$ cat src/rtl/tcam_prio.sv
// Ternary CAM: per-entry care masks, lowest-index priority, 2-stage search.
// Optional TCAM_MULTI_MATCH_EN adds rsp_match_cnt / rsp_multi outputs.
module tcam_prio #(
  parameter int KEY_WIDTH  = 8,
  parameter int ADDR_WIDTH = 4,
  parameter int DATA_WIDTH = 8
) (
  input  logic                  clk,
  input  logic                  rst,
  input  logic                  req,
  output logic                  ready,
  input  logic [1:0]            op,
  input  logic [KEY_WIDTH-1:0]  key,
  input  logic [KEY_WIDTH-1:0]  mask_in,
  input  logic [ADDR_WIDTH-1:0] addr_in,
  input  logic [DATA_WIDTH-1:0] data_in,
  output logic                  rsp_valid,
  input  logic                  rsp_ack,
  output logic                  rsp_hit,
`ifdef TCAM_MULTI_MATCH_EN
  output logic [ADDR_WIDTH:0]   rsp_match_cnt,
  output logic                  rsp_multi,
`endif
  output logic [ADDR_WIDTH-1:0] rsp_addr,
  output logic [DATA_WIDTH-1:0] rsp_data
);

  localparam int ENTRIES = 1 << ADDR_WIDTH;

  logic [KEY_WIDTH-1:0]  key_q  [ENTRIES];
  logic [KEY_WIDTH-1:0]  key_d  [ENTRIES];
  logic [KEY_WIDTH-1:0]  mask_q [ENTRIES];
  logic [KEY_WIDTH-1:0]  mask_d [ENTRIES];
  logic [DATA_WIDTH-1:0] data_q [ENTRIES];
  logic [DATA_WIDTH-1:0] data_d [ENTRIES];

  logic [ENTRIES-1:0]    valid_q, valid_d;
  logic [ENTRIES-1:0]    match_q, match_d;
  logic [ENTRIES-1:0]    hit_vec;
  logic                  s1_vld_q, s1_vld_d;

  logic                  rsp_valid_q, rsp_valid_d;
  logic                  rsp_hit_q, rsp_hit_d;
  logic [ADDR_WIDTH-1:0] rsp_addr_q, rsp_addr_d;
  logic [DATA_WIDTH-1:0] rsp_data_q, rsp_data_d;

  logic                  accept;
  logic                  is_wr, is_srch, is_inv, is_fl;
  logic [ADDR_WIDTH-1:0] win;

  assign ready   = !s1_vld_q && !(rsp_valid_q && !rsp_ack);
  assign accept  = req && ready;
  assign is_wr   = (op == 2'b00);
  assign is_srch = (op == 2'b01);
  assign is_inv  = (op == 2'b10);
  assign is_fl   = (op == 2'b11);

  always_comb begin
    for (int i = 0; i < ENTRIES; i++) begin
      hit_vec[i] = valid_q[i] &&
                   (((key ^ key_q[i]) & mask_q[i]) == '0);
    end
  end

  // Scan from the top so the lowest set index is left in win.
  always_comb begin
    win = '0;
    for (int i = ENTRIES - 1; i >= 0; i--) begin
      if (match_q[i]) win = ADDR_WIDTH'(i);
    end
  end

  always_comb begin
    key_d       = key_q;
    mask_d      = mask_q;
    data_d      = data_q;
    valid_d     = valid_q;
    match_d     = match_q;
    s1_vld_d    = 1'b0;
    rsp_valid_d = rsp_valid_q;
    rsp_hit_d   = rsp_hit_q;
    rsp_addr_d  = rsp_addr_q;
    rsp_data_d  = rsp_data_q;

    if (accept) begin
      unique case (1'b1)
        is_wr: begin
          key_d[addr_in]   = key;
          mask_d[addr_in]  = mask_in;
          data_d[addr_in]  = data_in;
          valid_d[addr_in] = 1'b1;
        end
        is_srch: begin
          match_d  = hit_vec;
          s1_vld_d = 1'b1;
        end
        is_inv: valid_d[addr_in] = 1'b0;
        is_fl:  valid_d = '0;
      endcase
    end

    if (s1_vld_q) begin
      rsp_valid_d = 1'b1;
      rsp_hit_d   = |match_q;
      rsp_addr_d  = (|match_q) ? win : '0;
      rsp_data_d  = (|match_q) ? data_q[win] : '0;
    end else if (rsp_valid_q && rsp_ack) begin
      rsp_valid_d = 1'b0;
    end
  end

  always_ff @(posedge clk) begin
    key_q  <= key_d;
    mask_q <= mask_d;
    data_q <= data_d;
  end

  always_ff @(posedge clk) begin
    if (rst) begin
      valid_q     <= '0;
      match_q     <= '0;
      s1_vld_q    <= 1'b0;
      rsp_valid_q <= 1'b0;
      rsp_hit_q   <= 1'b0;
      rsp_addr_q  <= '0;
      rsp_data_q  <= '0;
    end else begin
      valid_q     <= valid_d;
      match_q     <= match_d;
      s1_vld_q    <= s1_vld_d;
      rsp_valid_q <= rsp_valid_d;
      rsp_hit_q   <= rsp_hit_d;
      rsp_addr_q  <= rsp_addr_d;
      rsp_data_q  <= rsp_data_d;
    end
  end

  assign rsp_valid = rsp_valid_q;
  assign rsp_hit   = rsp_hit_q;
  assign rsp_addr  = rsp_addr_q;
  assign rsp_data  = rsp_data_q;

`ifdef TCAM_MULTI_MATCH_EN
  logic [ADDR_WIDTH:0] cnt_q, cnt_d;
  logic                multi_q, multi_d;
  logic [ADDR_WIDTH:0] pop;

  always_comb begin
    pop = '0;
    for (int i = 0; i < ENTRIES; i++) begin
      pop = pop + (ADDR_WIDTH+1)'(match_q[i]);
    end
    cnt_d   = cnt_q;
    multi_d = multi_q;
    if (s1_vld_q) begin
      cnt_d   = pop;
      multi_d = (pop > (ADDR_WIDTH+1)'(1));
    end
  end

  always_ff @(posedge clk) begin
    if (rst) begin
      cnt_q   <= '0;
      multi_q <= 1'b0;
    end else begin
      cnt_q   <= cnt_d;
      multi_q <= multi_d;
    end
  end

  assign rsp_match_cnt = cnt_q;
  assign rsp_multi     = multi_q;
`else
  // Match counting absent: no popcount state in this build.
`endif

endmodule
$ cat config.mk
export PLATFORM = sky130hd
export DESIGN_NAME = tcam_prio
export DESIGN_NICKNAME = d
export VERILOG_FILES = /design/src/rtl/tcam_prio.sv
export SDC_FILE = /design/constraint.sdc
export NUM_CORES = 1
export LEC_CHECK = 0
export ABC_AREA = 1
export CELL_PAD_IN_SITES_DETAIL_PLACEMENT = 0
export CELL_PAD_IN_SITES_GLOBAL_PLACEMENT = 1
export CORE_AREA = 2 2 194 196
export CTS_BUF_LIST = sky130_fd_sc_hd__clkbuf_4
export CTS_CLUSTER_SIZE = 16
export DETAILED_ROUTE_END_ITERATION = 7
export DIE_AREA = 0 0 196 198
export PLACE_DENSITY_LB_ADDON = 0.2
export SLEW_MARGIN = 20
export SYNTH_ARGS = -nofsm -noshare
export SYNTH_HDL_FRONTEND = slang
export SYNTH_SLANG_ARGS = --single-unit
$ cat constraint.sdc
create_clock -name clk -period 2.95 [get_ports clk]
set_input_delay 0.59 -clock clk [delete_from_list [all_inputs] [get_ports clk]]
set_output_delay 0.59 -clock clk [all_outputs]
set_load 0.03 [all_outputs]
# Word-level counts from Yosys, hierarchy flattened
# Cells that the tools add are included.
[word_totals] reg_bits=431 inputBits=34 output_inout_bits=15 word_cells=182
[op_classes] magnitude_cmp=5 n_eq_ne=3 muxes=32 n_bitwise=38 n_reduce_logical=49
[op_table] operator="bitwise mux 128 bit" count=3
[op_table] operator="AND 8 bit" count=16
[op_table] operator="zero test 8 bit" count=16
[op_table] operator="bitwise XOR 8 bit" count=16
[op_table] operator="two-way mux 4 bit" count=17
[op_table] operator="one-hot mux 16 bit (3 select lines)" count=1
[op_table] operator="binary-select mux 8 bit (select 4 bit)" count=1
[op_table] operator="demux 8 bit (select 4 bit)" count=1
[op_table] operator="two-way mux 8 bit" count=4
[op_table] operator="logical AND 1 bit" count=22
[op_table] operator="AND 16 bit" count=1
[op_table] operator="NOT 16 bit" count=1
[op_table] operator="OR 16 bit" count=1
[op_table] operator="OR reduction 16 bit" count=1
[op_table] operator="greater-or-equal comparator 5 bit, second input constant" count=2
[op_table] operator="NOT 4 -> 5 bit" count=2
[op_table] operator="AND reduction 2 bit" count=3
[op_table] operator="less-than comparator 4 x 5 -> 1 bit, second input constant" count=1
[op_table] operator="less-than comparator 5 x 1 -> 1 bit, second input constant" count=1
[op_table] operator="demux 1 bit (select 4 bit)" count=1
[op_table] operator="== test 2 bit, second input constant" count=2
[op_table] operator="greater-or-equal comparator 4 x 1 -> 1 bit, second input constant" count=1
[op_table] operator="two-way mux 1 bit" count=4
[op_table] operator="zero test 1 bit" count=3
[op_table] operator="other kinds (6)" count=6

# Depth between registers and ports, before layout
[logic_depth] depth_word=21 mapped_depth=25 depth_no_buf=24

# Least setup slack after synthesis
# No wires, ideal clock.
[synth_timing] kind="input port to flip-flop" start="input port rsp_ack" end="register data_q[0] in the netlist's numbering, enable pin" setup_time_ps=435 t_arrival_ps=3321 required_time_ps=2515 setup_slack_ps=-807 path_stages=4 path_buffers=0 cell_sequence="inv_1 a21oi_1 nand4_1 nor3_1"
[synth_between] elab_chain_cells=6
[synth_rtl] item="from (decl)" line_no="18" text="input logic rsp_ack,"
[synth_rtl] item="zero test 1 bit" line_no="51" text="assign ready = !s1_vld_q && !(rsp_valid_q && !rsp_ack);"
[synth_rtl] item="logical AND 1 bit" line_no="51"
[synth_rtl] item="zero test 1 bit" line_no="51"
[synth_rtl] item="logical AND 1 bit" line_no="51"
[synth_rtl] item="via ready" line_no="11" text="output logic ready,"
[synth_rtl] item="logical AND 1 bit" line_no="52" text="assign accept = req && ready;"
[synth_rtl] item="AND reduction 2 bit (no line)"
[synth_rtl] item="to (signal assigned)" line_no="115" text="data_q <= data_d;"
[synth_rtl] item="to (decl)" line_no="34" text="logic [DATA_WIDTH-1:0] data_q [ENTRIES];"
# The timed path passes the listed nets, and every way through them passes these cells.
# A chain may end at the register's enable or synchronous reset.

# Worst setup path in the final report
[layout_timing] start="register s1_vld_q" end="output port ready"
[layout_between] elab_chain_cells=2
[layout_rtl] item="from (decl)" line_no="40" text="logic s1_vld_q, s1_vld_d;"
[layout_rtl] item="from (signal assigned)" line_no="130" text="s1_vld_q <= s1_vld_d;"
[layout_rtl] item="zero test 1 bit" line_no="51"
[layout_rtl] item="logical AND 1 bit" line_no="51"
[layout_rtl] item="to (decl)" line_no="11"
# No other way between the ends.

==> key figures <==
Status
  • Status: finished clean

STA
  • Worst Tran Pin Value: 876 ps
  • Tcrit/Tclk final: 92.7%
  • Slew Limit Fails: 0
  • Fin crit period: 2730 ps
  • Final setup margin: 216 ps
  • Setup TNS: 0 ps
  • Hold slack: 389 ps
  • Count of final hold-check violations: 0
  • Setup Viol. Count Final: 0
  • Clk_skew: 60.5 ps
  • Max Fclk: 366 MHz
  • Max_slew headroom: 41.4%
  • RSZ-0062 raised after global routing: no

Final layout
  • Post-Layout Cell Count: 2134
  • Post-route cell area: 20000 µm²
  • Share of cells above drive strength 1: 18.5%
  • Finished Core Util: 54.2%
  • Nets: 1607
  • Area grow syn2layout: 16.8%
  • Fill count: 3203

Synth
  • Synthesized net count: 1443
  • Seq cells post-synth: 431
  • Cell area after synthesis: 17100 µm²
  • Ys Warns: 0
  • Cells after Synth: 1409
  • Area contributors post-synth: edfxtp_1 (67%), nand2_1 (5.8%), dfxtp_1 (5.5%)
  • Mean Syn Cell Area: 12.2 µm²
  • Ys flop type: edfxtp_1
  • Largest area contributor in the netlist: edfxtp_1
  • Number of synthesized flops with an enable pin: 384
  • Seq/Total Area, Yosys: 72.7%
  • Asr flop ratio synth: 0%
  • Synth cell types: 34
  • Synth top area share: 67.3%

Route
  • Post-detailed-route count of antenna-violating nets: 0
  • Routed WL per cell: 19.1 µm
  • DRC errors left: 0
  • DRT iter0 DRCs: 713
  • Via Count: 11200
  • DRT Pass-1 Iters: 5
  • Final wirelength: 40700 µm
  • Vias/cell: 5.25

Clock tree
  • Post-CTS Repair Setup Buffers: 0
  • Deepest clock path buffer count: 3
  • Root Driver: clkbuf_4
  • CTS resizes: 0
  • Hold-fix buffers, CTS: 0
  • CTS tree: yes
  • H-tree Lvls: 3
  • # clock sinks: 431
  • Clock-pin transition on the worst setup and hold timing paths: 70 ps
  • Num CTS Buffers: 109
  • Clock Latency Late Sink: 800 ps

Worst setup path
  • Kind of start point of the critical path: flip-flop
  • Slowest cell delay on critical path: 670 ps
  • Crit path required time: 2360 ps
  • R2r endpoint: rsp_data[0]
  • CP Cell Sequence: a21oi_1 > buf_4 > clkdlybuf4s50_1
  • Worst setup path start: s1_vld_q
  • Reg2reg path depth: 25
  • CP Class: reg -> out
  • Reg2reg setup slack: 520 ps
  • Critical Path AT: 2140 ps
  • Worst setup path end: ready
  • Crit-path slowest cell: clkdlybuf4s50_1
  • CP Capture Type: output pin
  • RR Startpoint: match_q[14]
  • Crit Path Max Fanout: 4

Pwr
  • P per Cell Area: 610 nW/µm²
  • Worst vdd ir: 0.394 mV
  • Lkg Pwr: 7.19 nW
  • Total power: 12.2 mW

Die
  • Starting Density: 46.4%
  • Die ar.: 38800 µm²
  • Die Y: 198 µm
  • Die width: 196 µm
  • Io pins: 49
  • Core area: 37000 µm²
  • Cell row count: 71

Place
  • Dpl ws: 139 ps
  • GPL Wtd Cong: 0.798
  • Number of placed cells counting well taps: 1936
  • IO buf count: 48
  • Placement Cell Area: 18600 µm²
  • Detailed Place HPWL: 24700 µm

Global route
  • All-Layer GR Usage: 21.6%
  • Number of global-route vias before repair: 10700
  • Antenna violations before repair: 2
  • First-pass GRT wire length: 62500 µm
  • Grt ovf: 0
  • Largest net degree at the start of global routing: 66

Job
  • Max Cap Viol: 0

Min path
  • Hold Crit Class: in -> reg
[power by group]
group          total (mW)  switching [mW]  internal [mW]
Combinational       0.422           0.287          0.135
Clock                5.12            2.33           2.79
Sequential           6.67         0.00962           6.66
[worst max-delay path: cells and delay by family (launching register included)]
kind            cells  cell delay, ps
compound gates      1             180
buf+inv             2             840
flops               1             350
[layer usage]
layer	GRT usage (%)	share of wire, %	vias up
met5	0	0.022	-
met4	7.94	2.0	2
met3	4.56	5.8	68
met2	35.8	48	312
met1	28.2	44	5378
li1	-	-	5433
[cell type report]
class / instances / area, µm² / share of cell area [%]
antenna: 1 / 2.50 / 0.0125
clock inverter: 26 / 154 / 0.768
multi-input combinational: 835 / 4110 / 20.5
clock buffer: 171 / 1280 / 6.41
timing repair buffer: 117 / 1120 / 5.58
sequential: 431 / 12500 / 62.3
inverter: 79 / 297 / 1.48
tap: 474 / 593 / 2.96
[logic make-up after synthesis]
kind of cell,after synthesis,synth area share [%]
compound gates,199,6.60
xor+xnor,17,0.868
simple gates,619,16.2
buf+inv,143,3.55
flops,431,72.7
[cell usage in the layout (no fill, tap or decap), types with 2 or more instances in the layout]
| cell | instances |
|---|---|
| clkbuf_4 | 171 |
| nor4_1 | 9 |
| edfxtp_1 | 384 |
| nand3_2 | 3 |
| xor2_1 | 17 |
| inv_1 | 74 |
| clkinv_1 | 20 |
| dfxtp_1 | 47 |
| nand3b_1 | 10 |
| nand2_1 | 264 |
| a211oi_1 | 3 |
| clkdlybuf4s50_1 | 47 |
| o22ai_1 | 8 |
| a32o_1 | 13 |
| nand2_4 | 2 |
| nand3_1 | 185 |
| o21a_1 | 10 |
| buf_12 | 10 |
| nor3_1 | 26 |
| o21ai_0 | 60 |
| or2_2 | 32 |
| buf_4 | 59 |
| a221oi_1 | 4 |
| nor2_1 | 66 |
| a21oi_1 | 97 |
| nand4_1 | 4 |
| a2111oi_0 | 2 |
| nor2_2 | 15 |
| inv_2 | 6 |
| clkinv_2 | 3 |
| bufinv_16 | 2 |
[state kept, by name, indices dropped and copies added (netlist names)]
name       count
valid_q       16
rsp_addr       4
mask_q       128
key_q        128
data_q       128
match_q       16
rsp_data       8
rsp_valid      1
s1_vld_q       1
rsp_hit        1
[cells in the mapped netlist (all sizes together) (25+ instances only)]
library cell / count
or2: 32
o21ai: 60
nor2: 81
buf: 25
nor3: 28
nand2: 267
nand3: 188
clkbuf: 39
dfxtp: 47
inv: 77
edfxtp: 384
a21oi: 97
[worst min path at each step]
stage / start / endpoint / slack [ps] / cells after the start
after floorplan: match_q[6] / match_q[6] / 450 / 2
after global placement: rsp_addr[0] / rsp_addr[0] / 450 / 2
after detailed placement: rsp_addr[2] / rsp_addr[2] / 450 / 2
after CTS: key[0] / key_q[48] / 340 / 1
after global routing: key[0] / key_q[48] / 370 / 1
final: key[0] / key_q[48] / 390 / 1
Note: power is estimated with default switching activity, not from simulation.
